### src/rtl/divider_64bits_pkg.sv
// Shared definitions for the sequential restoring divider: operand width
// default and the FSM state encoding (also used by the bench for state coverage).
package divider_64bits_pkg;

  localparam int DIV_BITS = 64;

  typedef enum logic [1:0] {
    S_IDLE = 2'b00,
    S_RUN  = 2'b01,
    S_DONE = 2'b10
  } div_state_e;

endpackage

### src/rtl/divider_64bits_if.sv
// Load/result handshake bundle of the divider. The master side loads operands
// with w_en; the slave side (the divider) returns busy/ok_flag and the results.
interface divider_64bits_if #(parameter int BITS = 64);

  logic            w_en;
  logic [BITS-1:0] a_in;
  logic [BITS-1:0] b_in;
  logic            busy;
  logic            ok_flag;
  logic            div_zero;
  logic [BITS-1:0] quotient_out;
  logic [BITS-1:0] remainder_out;

  modport master (
    output w_en, a_in, b_in,
    input  busy, ok_flag, div_zero, quotient_out, remainder_out
  );

  modport slave (
    input  w_en, a_in, b_in,
    output busy, ok_flag, div_zero, quotient_out, remainder_out
  );

endinterface

### src/rtl/divider_64bits_sub.sv
// Generic N-bit unsigned subtractor. borrow_out=1 means A_in < B_in, i.e. the
// restoring step fails and the trial value must be kept.
module subtractor_nbits #(
  parameter int N = 65
) (
  input  logic [N-1:0] A_in,
  input  logic [N-1:0] B_in,
  output logic [N-1:0] diff_out,
  output logic         borrow_out
);

  logic [N:0] wide_s;

  assign wide_s     = {1'b0, A_in} - {1'b0, B_in};
  assign diff_out   = wide_s[N-1:0];
  assign borrow_out = wide_s[N];

endmodule

### src/rtl/divider_64bits.sv
// Sequential unsigned restoring divider: one quotient bit per clock, MSB first.
// The dividend is shifted out of the quotient register while quotient bits are
// shifted in; divide by zero completes in one extra cycle with q = all ones.
module divider_64bits
  import divider_64bits_pkg::*;
#(
  parameter int BITS = DIV_BITS
) (
  input  logic           clk,
  input  logic           reset,
  divider_64bits_if.slave bus
);

  localparam int            CW   = $clog2(BITS) + 1;
  localparam logic [CW-1:0] LAST = CW'(BITS - 1);

  div_state_e      state_q, state_d;
  logic [CW-1:0]   cnt_q, cnt_d;
  logic [BITS-1:0] divisor_q, divisor_d;
  logic [BITS-1:0] quot_q, quot_d;
  logic [BITS:0]   rem_q, rem_d;
  logic            busy_q, busy_d;
  logic            ok_q, ok_d;
  logic            dz_q, dz_d;

  logic [BITS:0]   trial_s;
  logic [BITS:0]   diff_s;
  logic            borrow_s;
  // After every step the partial remainder is below the divisor, so its top
  // bit is always zero and never feeds the next trial value.
  logic            rem_top_unused_s;

  assign trial_s          = {rem_q[BITS-1:0], quot_q[BITS-1]};
  assign rem_top_unused_s = rem_q[BITS];

  subtractor_nbits #(.N(BITS + 1)) u_sub (
    .A_in       (trial_s),
    .B_in       ({1'b0, divisor_q}),
    .diff_out   (diff_s),
    .borrow_out (borrow_s)
  );

  // Next-state logic: a load has priority in every state, otherwise iterate or hold.
  always_comb begin
    state_d   = state_q;
    cnt_d     = cnt_q;
    divisor_d = divisor_q;
    quot_d    = quot_q;
    rem_d     = rem_q;
    busy_d    = busy_q;
    ok_d      = ok_q;
    dz_d      = dz_q;
    if (bus.w_en) begin
      divisor_d = bus.b_in;
      cnt_d     = '0;
      ok_d      = 1'b0;
      if (bus.b_in == '0) begin
        // Result is final now; ok_flag follows one cycle later from DONE.
        state_d = S_DONE;
        quot_d  = '1;
        rem_d   = {1'b0, bus.a_in};
        busy_d  = 1'b0;
        dz_d    = 1'b1;
      end else begin
        state_d = S_RUN;
        quot_d  = bus.a_in;
        rem_d   = '0;
        busy_d  = 1'b1;
        dz_d    = 1'b0;
      end
    end else begin
      case (state_q)
        S_RUN: begin
          quot_d = {quot_q[BITS-2:0], ~borrow_s};
          rem_d  = borrow_s ? trial_s : diff_s;
          cnt_d  = cnt_q + CW'(1);
          if (cnt_q == LAST) begin
            state_d = S_DONE;
            busy_d  = 1'b0;
            ok_d    = 1'b1;
          end else begin
            state_d = S_RUN;
          end
        end
        S_DONE: begin
          ok_d = 1'b1;
        end
        S_IDLE: begin
          state_d = S_IDLE;
        end
        default: begin
          state_d = S_IDLE;
          busy_d  = 1'b0;
          ok_d    = 1'b0;
        end
      endcase
    end
  end

  // State and datapath registers with asynchronous active-high reset.
  always_ff @(posedge clk or posedge reset) begin
    if (reset) begin
      state_q   <= S_IDLE;
      cnt_q     <= '0;
      divisor_q <= '0;
      quot_q    <= '0;
      rem_q     <= '0;
      busy_q    <= 1'b0;
      ok_q      <= 1'b0;
      dz_q      <= 1'b0;
    end else begin
      state_q   <= state_d;
      cnt_q     <= cnt_d;
      divisor_q <= divisor_d;
      quot_q    <= quot_d;
      rem_q     <= rem_d;
      busy_q    <= busy_d;
      ok_q      <= ok_d;
      dz_q      <= dz_d;
    end
  end

  assign bus.busy          = busy_q;
  assign bus.ok_flag       = ok_q;
  assign bus.div_zero      = dz_q;
  assign bus.quotient_out  = quot_q;
  assign bus.remainder_out = rem_q[BITS-1:0];

endmodule

### src/flat_wrapper.sv
// flat-port wrapper written by rule: the top's interface ports become plain ports
module divider_64bits_flat import divider_64bits_pkg::*;
#(
  parameter int BITS = DIV_BITS
)
  (clk, reset, bus_w_en, bus_a_in, bus_b_in, bus_busy, bus_ok_flag, bus_div_zero, bus_quotient_out, bus_remainder_out);
  divider_64bits_if #(.BITS(BITS)) bus_i ();
  input  logic clk;
  input  logic reset;
  input wire logic [$bits(bus_i.w_en)-1:0] bus_w_en;
  input wire logic [$bits(bus_i.a_in)-1:0] bus_a_in;
  input wire logic [$bits(bus_i.b_in)-1:0] bus_b_in;
  output wire logic [$bits(bus_i.busy)-1:0] bus_busy;
  output wire logic [$bits(bus_i.ok_flag)-1:0] bus_ok_flag;
  output wire logic [$bits(bus_i.div_zero)-1:0] bus_div_zero;
  output wire logic [$bits(bus_i.quotient_out)-1:0] bus_quotient_out;
  output wire logic [$bits(bus_i.remainder_out)-1:0] bus_remainder_out;
  assign bus_i.w_en = bus_w_en;
  assign bus_i.a_in = bus_a_in;
  assign bus_i.b_in = bus_b_in;
  assign bus_busy = bus_i.busy;
  assign bus_ok_flag = bus_i.ok_flag;
  assign bus_div_zero = bus_i.div_zero;
  assign bus_quotient_out = bus_i.quotient_out;
  assign bus_remainder_out = bus_i.remainder_out;
  divider_64bits #(.BITS(BITS)) u_core (.clk(clk), .reset(reset), .bus(bus_i));
endmodule
### config.mk
export PLATFORM = sky130hd
export DESIGN_NAME = divider_64bits_flat
export DESIGN_NICKNAME = d
export VERILOG_FILES = /design/src/rtl/divider_64bits_pkg.sv /design/src/rtl/divider_64bits_if.sv /design/src/rtl/divider_64bits_sub.sv /design/src/rtl/divider_64bits.sv /design/src/flat_wrapper.sv
export SDC_FILE = /design/constraint.sdc
export NUM_CORES = 1
export LEC_CHECK = 0
export ABC_AREA = 1
export BUFFER_PORTS_ARGS = -buffer_cell sky130_fd_sc_hd__buf_2
export CAP_MARGIN = 5
export CORE_MARGIN = 5
export CORE_UTILIZATION = 55
export DETAILED_ROUTE_END_ITERATION = 12
export HOLD_SLACK_MARGIN = 0.02
export PLACE_DENSITY = 0.81
export SYNTH_ARGS = -nofsm -noshare
export SYNTH_HDL_FRONTEND = slang
export SYNTH_SLANG_ARGS = --single-unit
### constraint.sdc
create_clock -name clk -period 9.1 [get_ports clk]
set_clock_uncertainty 0.2 [all_clocks]
set_input_delay 1.365 -clock clk [delete_from_list [all_inputs] [get_ports clk]]
set_output_delay 1.365 -clock clk [all_outputs]
set_load 0.03 [all_outputs]
==> flow_summary.json, run 1 <==
{
  "top_usage_layer": "met2",
  "die_area_um2": 32200,
  "cts_sinks": 204,
  "r2r_end": "u_core.rem_q[52]$_DFFE_PP0P_",
  "drive_gt1_share_pct": 15.1,
  "initial_core_util_pct": 55.3,
  "synth_compound_area_share_pct": 12.4,
  "synth.distinct_cells": 42,
  "drt_wl_total_um": 56800,
  "fp-row-count": 62,
  "endpoint_kind": "register",
  "setup_tns_ps": 0,
  "clock_latency_ps": 560,
  "synth_seq_cells": 204,
  "crit_end": "u_core.rem_q[52]$_DFFE_PP0P_",
  "grt_use_met3_pct": 7.43,
  "die_w_um": 179,
  "cts_hold_buf": 0,
  "coreArea_um2": 28500,
  "critPathMaxStageDelay_ps": 1130,
  "postSynthAreaPerCell_um2": 6.46,
  "syn_to_final_growth_pct": 14.5,
  "tightestPinTransition_ps": 1190,
  "power_frac_clock_pct": 18.2,
  "fin_ws_ps": 4980,
  "wl_per_cell_um": 18.6,
  "final_common_cell": "nand2_1",
  "rsz0062_at_grt": "false",
  "cts_htree_levels": 1,
  "grt_util_met2_pct": 52.4,
  "worstSetupPathDepth": 17,
  "seqPwrFrac_pct": 23.2,
  "worst-r2r-cell-count": 17,
  "crit_slowest_cell": "a21oi_4",
  "grt_pass1_wl_um": 86200,
  "clock-root-buffer": "clkbuf_16",
  "antenna_found_initial": 0,
  "reg2reg_from": "u_core.rem_q[30]$_DFFE_PP0P_",
  "setup_viol_count_final": 0,
  "power_density_nw_per_um2": 326,
  "crit_type": "reg2reg",
  "path_delay_family": "simple AND/OR/NAND/NOR gates",
  "synthMuxAreaShare_pct": 0,
  "port_buffers": 261,
  "vias_per_cell": 5.57,
  "drtIter0Drc": 1715,
  "grt_start_max_net_pins": 134,
  "num_vias": 17000,
  "grtUsageMet1_pct": 49.0,
  "dpl.hpwl_um": 43800,
  "fin_nets": 2849,
  "synth_simple_gate_area_share_pct": 35.0,
  "relSlewSlack_pct": 20.2,
  "crit_path_max_fanout": 66,
  "clock.fmax_ghz": 0.243,
  "yosys.area_share.adder_pct": 5.52,
  "netlist_area_um2": 15800,
  "fin_crit_sh_pct": 45.3,
  "post-cts-setup-buffers": 0,
  "dpl_cell_area_um2": 17200,
  "p_sw_w": 0.00311,
  "pre_cts_slack_ps": 4380,
  "start_kind": "register",
  "cts_tree": "yes",
  "drtPass1Iterations": 6,
  "final_hold_viol_count": 0,
  "outcome": "complete, no violations",
  "crit_chain": "ha_1 > nand2_1 > inv_1 > nand2_1 > nand2_1 > inv_1 > nand2_1 > inv_1 > nand2_1 > inv_1 > nand2_4 > nand2_4 > a21oi_4 > nand2_1 > nand3_1 > nand2_1 > inv_1",
  "clock_path_buffers": 3,
  "grt-ovfl-total": 0,
  "p_comb_share_pct": 58.7,
  "globalplace.congestion": 0.997,
  "final_antenna_net_count": 0,
  "final_core_util_pct": 63.3,
  "seq_area_frac_synth_pct": 32.4,
  "period_minus_slack_ps": 4120,
  "numCtsBuffers": 25,
  "die_y_um": 179,
  "yosysWarnings": 0,
  "startpoint": "u_core.rem_q[30]$_DFFE_PP0P_",
  "swShare_pct": 52.9,
  "drc": 0,
  "post-route-cell-area_um2": 18100,
  "clkTransAtPathRegs_ps": 60,
  "layout_common_cells": "nand2_1, inv_1, buf_2",
  "crit_top_cell": "nand2_1",
  "drv_slew": 0,
  "synthXorXnorAreaFrac_pct": 2.05,
  "cp.arrival_ps": 4410,
  "synth_top_family_by_area": "simple AND/OR/NAND/NOR gates",
  "cap_viol_max_count": 0,
  "grt_pass1_vias": 15700,
  "rrSetupSlack_ps": 4980,
  "cts-resized-gates": 0,
  "io_pins": 262,
  "internal-power_w": 0.00277,
  "hold_path_class": "reg2reg",
  "gr-usage-all-layers_pct": 34.3,
  "p_leak_nw": 10.1,
  "total_power_w": 0.00589,
  "ir_worst_vdd_mv": 0.209,
  "syn-num-nets": 2642,
  "syn-instance-count": 2442,
  "crit_buf_inv": 5,
  "worstPathRequired_ps": 9390
}
-- worst register-to-register path, cell delays in order (launching register included) --
cell     delay [ps]
dfrtp_1         420
ha_1            380
nand2_1         170
inv_1            80
nand2_1          50
nand2_1         150
inv_1            60
nand2_1         120
inv_1            50
nand2_1         110
inv_1            80
nand2_4         110
nand2_4         460
a21oi_4        1150
nand2_1         220
nand3_1         130
nand2_1          50
inv_1            50
-- sequential cells by signal, summed over array words and instances (netlist names) --
name and count:
u_core.bus.quotient_out 64, u_core.divisor_q 64, u_core.rem_q 64, u_core.cnt_q 7, u_core.state_q 2, u_core.bus.busy 1, u_core.bus.div_zero 1, u_core.bus.ok_flag 1
-- through the flow --
stage | cells | hold slack (ps)
2_1_floorplan | 2442 | 246
3_3_place_gp | 3005 | 275
3_5_place_dp | 3005 | 270
4_1_cts | 3049 | 286
5_1_grt | 3050 | 302
6_report | 3052 | 299
-- kinds of logic after synthesis --
logic type               after synthesis
XOR/XNOR                              37
buffers and inverters                497
AO/OA/AOI/OAI                        343
adder cells (fa/ha/maj)               69
flip-flops                           204
AND/OR/NAND/NOR                     1292
-- synth_stat cells --
library cell | instances | area [um2]
a21o_1 | 1 | 7.51
a21oi_1 | 138 | 691
a21oi_2 | 5 | 43.8
a21oi_4 | 2 | 32.5
and2_1 | 2 | 12.5
and3_1 | 2 | 12.5
buf_1 | 7 | 26.3
buf_2 | 14 | 70.1
buf_4 | 5 | 37.5
buf_6 | 11 | 124
buf_8 | 1 | 15.0
clkbuf_1 | 52 | 195
clkinv_1 | 2 | 7.51
dfrtp_1 | 204 | 5100
fa_1 | 1 | 20.0
ha_1 | 68 | 851
inv_1 | 398 | 1490
inv_2 | 7 | 26.3
nand2_1 | 795 | 2980
nand2_2 | 16 | 100
nand2_4 | 4 | 45.0
nand3_1 | 118 | 591
nand3_2 | 1 | 10.0
nand3b_1 | 11 | 82.6
nand4_1 | 71 | 444
nor2_1 | 196 | 736
nor2_2 | 6 | 37.5
nor2_4 | 7 | 78.8
nor3_1 | 13 | 65.1
nor3b_1 | 1 | 7.51
nor4_1 | 8 | 50.1
nor4_4 | 1 | 21.3
o211ai_1 | 1 | 7.51
o21ai_0 | 117 | 586
o21ai_1 | 3 | 15.0
o21bai_1 | 13 | 97.6
o221ai_1 | 33 | 289
o22ai_1 | 30 | 188
or2_1 | 1 | 6.26
or2_2 | 39 | 244
xnor2_1 | 2 | 17.5
xor2_1 | 35 | 307
-- how the worst min path moves through the flow --
| stage | cells past startpoint | slack, ps | start | end |
|---|---|---|---|---|
| after CTS | 2 | 290 | u_core.bus.div_zero$_DFFE_PP0P_ | u_core.bus.div_zero$_DFFE_PP0P_ |
| after detailed placement | 2 | 270 | u_core.bus.div_zero$_DFFE_PP0P_ | u_core.bus.div_zero$_DFFE_PP0P_ |
| after global routing | 2 | 300 | u_core.bus.div_zero$_DFFE_PP0P_ | u_core.bus.div_zero$_DFFE_PP0P_ |
| after global placement | 2 | 280 | u_core.bus.div_zero$_DFFE_PP0P_ | u_core.bus.div_zero$_DFFE_PP0P_ |
| after floorplan | 2 | 250 | u_core.divisor_q[0]$_DFFE_PP0P_ | u_core.divisor_q[0]$_DFFE_PP0P_ |
| final | 2 | 300 | u_core.bus.div_zero$_DFFE_PP0P_ | u_core.bus.div_zero$_DFFE_PP0P_ |
-- area by class of cell --
cell class | instances | area (um2)
Sequential cell | 204 | 5100
Multi-Input combinational cell | 1741 | 8690
Antenna cell | 2 | 5.00
Clock inverter | 8 | 130
Clock buffer | 36 | 737
Fill cell | 2774 | 10500
Timing Repair Buffer | 270 | 1390
Inverter | 407 | 1540
Tap cell | 384 | 480
-- power groups by stage --
stage               sequential, W  combinational (W)  clock [W]
CTS                       0.00135            0.00341    0.00107
finish                    0.00136            0.00345    0.00107
floorplan                 0.00160            0.00213          0
global placement          0.00136            0.00336          0
detailed placement        0.00136            0.00340          0
global route              0.00138            0.00382    0.00111
-- layer usage --
layer  vias up  part of all wire [%]
met5         -                     0
met4         0                   3.4
met3       105                    10
met2       836                    43
met1      7889                    43
li1       8156                     -
Note: power is estimated with default switching activity, not from simulation.
==> run 2, diff against run 1 <==
--- a/config.mk
+++ b/config.mk
@@ -5,14 +5,14 @@
 export SDC_FILE = /design/constraint.sdc
 export NUM_CORES = 1
 export LEC_CHECK = 0
-export ABC_AREA = 1
+export ABC_AREA = 0
 export BUFFER_PORTS_ARGS = -buffer_cell sky130_fd_sc_hd__buf_2
 export CAP_MARGIN = 5
 export CORE_MARGIN = 5
-export CORE_UTILIZATION = 55
+export CORE_UTILIZATION = 51
 export DETAILED_ROUTE_END_ITERATION = 12
 export HOLD_SLACK_MARGIN = 0.02
-export PLACE_DENSITY = 0.81
+export PLACE_DENSITY = 0.8
 export SYNTH_ARGS = -nofsm -noshare
 export SYNTH_HDL_FRONTEND = slang
 export SYNTH_SLANG_ARGS = --single-unit
==> constraint.sdc (replaced) <==
create_clock -name clk -period 3.6 [get_ports clk]
set_clock_uncertainty 0.2 [all_clocks]
set_input_delay 0.54 -clock clk [delete_from_list [all_inputs] [get_ports clk]]
set_output_delay 0.54 -clock clk [all_outputs]
set_load 0.03 [all_outputs]
==> flow_summary.json, run 2 <==
{
  "port_buffers": 261,
  "netlist_area_um2": 13600,
  "clock.fmax_ghz": 0.261,
  "p_comb_share_pct": 62.4,
  "synthArstFlopShare_pct": 100,
  "power_frac_clock_pct": 17.4,
  "clock-root-buffer": "clkbuf_16",
  "yosysWarnings": 0,
  "internal-power_w": 0.00874,
  "power_density_nw_per_um2": 828,
  "rsz0062_at_grt": "true",
  "initial_core_util_pct": 52.0,
  "grt_pass1_vias": 14200,
  "final_hold_viol_count": 0,
  "swShare_pct": 43.5,
  "fp-row-count": 59,
  "fin_nets": 2228,
  "final_common_cell": "buf_2",
  "hold_path_class": "in2reg",
  "syn-instance-count": 1574,
  "ir_worst_vdd_mv": 0.578,
  "synth_top_area_share_pct": 37.6,
  "syn-num-nets": 1774,
  "synth_seq_cells": 204,
  "clock_path_buffers": 3,
  "clock_latency_ps": 540,
  "drv_slew": 0,
  "coreArea_um2": 26100,
  "seq_area_frac_synth_pct": 37.6,
  "fin_crit_sh_pct": 107,
  "critPathMaxStageDelay_ps": 450,
  "outcome": "finished with violations",
  "grt_start_max_net_pins": 164,
  "synth_edf_count": 0,
  "crit_slowest_cell": "or4_4",
  "globalplace.congestion": 0.968,
  "clkTransAtPathRegs_ps": 70,
  "fill_cells": 2023,
  "drive_gt1_share_pct": 33.8,
  "crit_buf_inv": 1,
  "drtIter0Drc": 1443,
  "antenna_found_initial": 0,
  "die_w_um": 173,
  "crit_path_max_fanout": 4,
  "die_y_um": 173,
  "fin_ws_ps": -235,
  "postSynthAreaPerCell_um2": 8.63,
  "relSlewSlack_pct": 49.0,
  "start_kind": "register",
  "drtPass1Iterations": 6,
  "post-route-cell-area_um2": 18700,
  "numCtsBuffers": 24,
  "layout_common_cells": "buf_2, buf_4, nand2_1",
  "dpl.hpwl_um": 38900,
  "p_sw_w": 0.00674,
  "yosys-top-cells-area": "dfrtp_1, mux2i_1, nand2_1",
  "path_delay_family": "compound AO/OA/AOI/OAI gates",
  "crit_type": "reg2reg",
  "syn_to_final_growth_pct": 37.6,
  "vias_per_cell": 6.01,
  "final_antenna_net_count": 0,
  "drt_wl_total_um": 51900,
  "crit_top_cell": "o21ai_1",
  "io_pins": 262,
  "synth-main-ff-cell": "dfrtp_1",
  "die_area_um2": 30000,
  "pre_cts_slack_ps": -318,
  "synth.distinct_cells": 69,
  "worstPathRequired_ps": 3780,
  "failed_checks": "setup timing",
  "grt_pass1_wl_um": 79600,
  "final_core_util_pct": 71.5,
  "synth_top_cell_by_area": "dfrtp_1",
  "gr-usage-all-layers_pct": 33.1,
  "wl_per_cell_um": 21.8,
  "cts_tree": "yes",
  "p_leak_nw": 9.27,
  "total_power_w": 0.0155,
  "num_vias": 14300,
  "num_antenna_cells": 0,
  "endpoint_kind": "register",
  "period_minus_slack_ps": 3830,
  "yosysMostFrequentCell": "nand2_1",
  "synth_common_cells": "nand2_1, dfrtp_1, a21oi_1",
  "cp.arrival_ps": 4020,
  "drc": 0,
  "dpl_cell_area_um2": 17000,
  "crit_chain": "ha_1 > nand2_1 > o21ai_1 > a21oi_1 > o311a_1 > or4_4 > o311ai_4 > a31oi_2 > o31a_4 > and2_4 > clkbuf_16 > a222oi_1 > o21ai_1",
  "cts_htree_levels": 1,
  "cts_sinks": 204,
  "grt-ovfl-total": 0,
  "cap_viol_max_count": 0,
  "seqPwrFrac_pct": 20.1,
  "tightestPinTransition_ps": 765,
  "setup_viol_count_final": 47
}
## run 2: cell types whose count changed after synthesis, moves of 67 or more
| cell | delta |
|---|---|
| nand2_1 | -563 |
| o31a_1 | +67 |
| nand3_1 | -93 |
| inv_1 | -308 |
| mux2i_1 | +88 |
| nor2_1 | -96 |
## run 2: per-stage QoR
stage                     hold WS (ps)  TNS (ps)  cells
final                             30.1     -4170   2380
after global routing              25.5    -13730   2380
after CTS                         20.1     -4320   2373
after detailed placement           281    -10030   2309
after global placement             277     -5200   2309
after floorplan                    285      -179   1574
## run 2: worst min-delay path, cell delays in order
cell     delay, ps
buf_2           90
nand2_1         40
o21ai_0         60
## run 2: logic make-up (layout without fill, tap and decap cells)
| family | count (synthesis) | in the layout | share of synthesized area, % |
|---|---|---|---|
| AO/OA/AOI/OAI | 505 | 505 | 25.0 |
| XOR/XNOR | 65 | 65 | 4.19 |
| adder cells (fa/ha/maj) | 69 | 69 | 6.41 |
| buffers and inverters | 197 | 668 | 5.88 |
| flip-flops | 204 | 204 | 37.6 |
| multiplexers | 93 | 93 | 6.90 |
| AND/OR/NAND/NOR | 441 | 441 | 14.1 |
## run 2: final timing paths
path / slack [ps] / cells after the start / from / to
min in group asynchronous: 440 / 3 / reset / u_core.bus.quotient_out[8]$_DFFE_PP0P_
worst min register to register: 300 / 1 / u_core.bus.div_zero$_DFFE_PP0P_ / u_core.bus.div_zero$_DFFE_PP0P_
worst min-delay path: 30 / 3 / bus_b_in[20] / u_core.divisor_q[20]$_DFFE_PP0P_
max in group asynchronous: 1870 / 4 / reset / u_core.rem_q[42]$_DFFE_PP0P_
worst max register to register: -230 / 13 / u_core.rem_q[7]$_DFFE_PP0P_ / u_core.rem_q[5]$_DFFE_PP0P_
worst max-delay path: -230 / 13 / u_core.rem_q[7]$_DFFE_PP0P_ / u_core.rem_q[5]$_DFFE_PP0P_
## run 2: power groups by stage
| stage | Combinational (W) | Clock (W) | Sequential, W |
|---|---|---|---|
| floorplan | 0.00452 | 0 | 0.00387 |
| global placement | 0.00830 | 0 | 0.00312 |
| detailed placement | 0.00837 | 0 | 0.00314 |
| CTS | 0.00914 | 0.00273 | 0.00310 |
| global route | 0.0103 | 0.00284 | 0.00316 |
| finish | 0.00966 | 0.00270 | 0.00311 |
## run 2: routing by layer
layer | global-route usage [%] | part of all wire (%)
met5 | 0 | 0
met4 | 14.0 | 4.9
met3 | 5.41 | 7.2
met2 | 56.8 | 49
met1 | 41.5 | 39
## run 2: what timing repair did
item                                   in CTS  in global routing
setup endpoints to repair                  65                 65
pin swaps                                  17                 29
resized for setup                          55                 50
setup buffers                               6                  6
hold buffers                               11                  0
cloned                                      4                  2
endpoints found under the hold margin      32                  0
## run 2: final cells by class
| class | count | area (um2) | area share, % |
|---|---|---|---|
| Sequential cell | 204 | 5130 | 27.5 |
| Tap cell | 335 | 419 | 2.24 |
| Clock inverter | 13 | 214 | 1.14 |
| Timing Repair Buffer | 535 | 3690 | 19.7 |
| Multi-Input combinational cell | 1173 | 8240 | 44.1 |
| Clock buffer | 30 | 653 | 3.49 |
| Inverter | 90 | 344 | 1.84 |
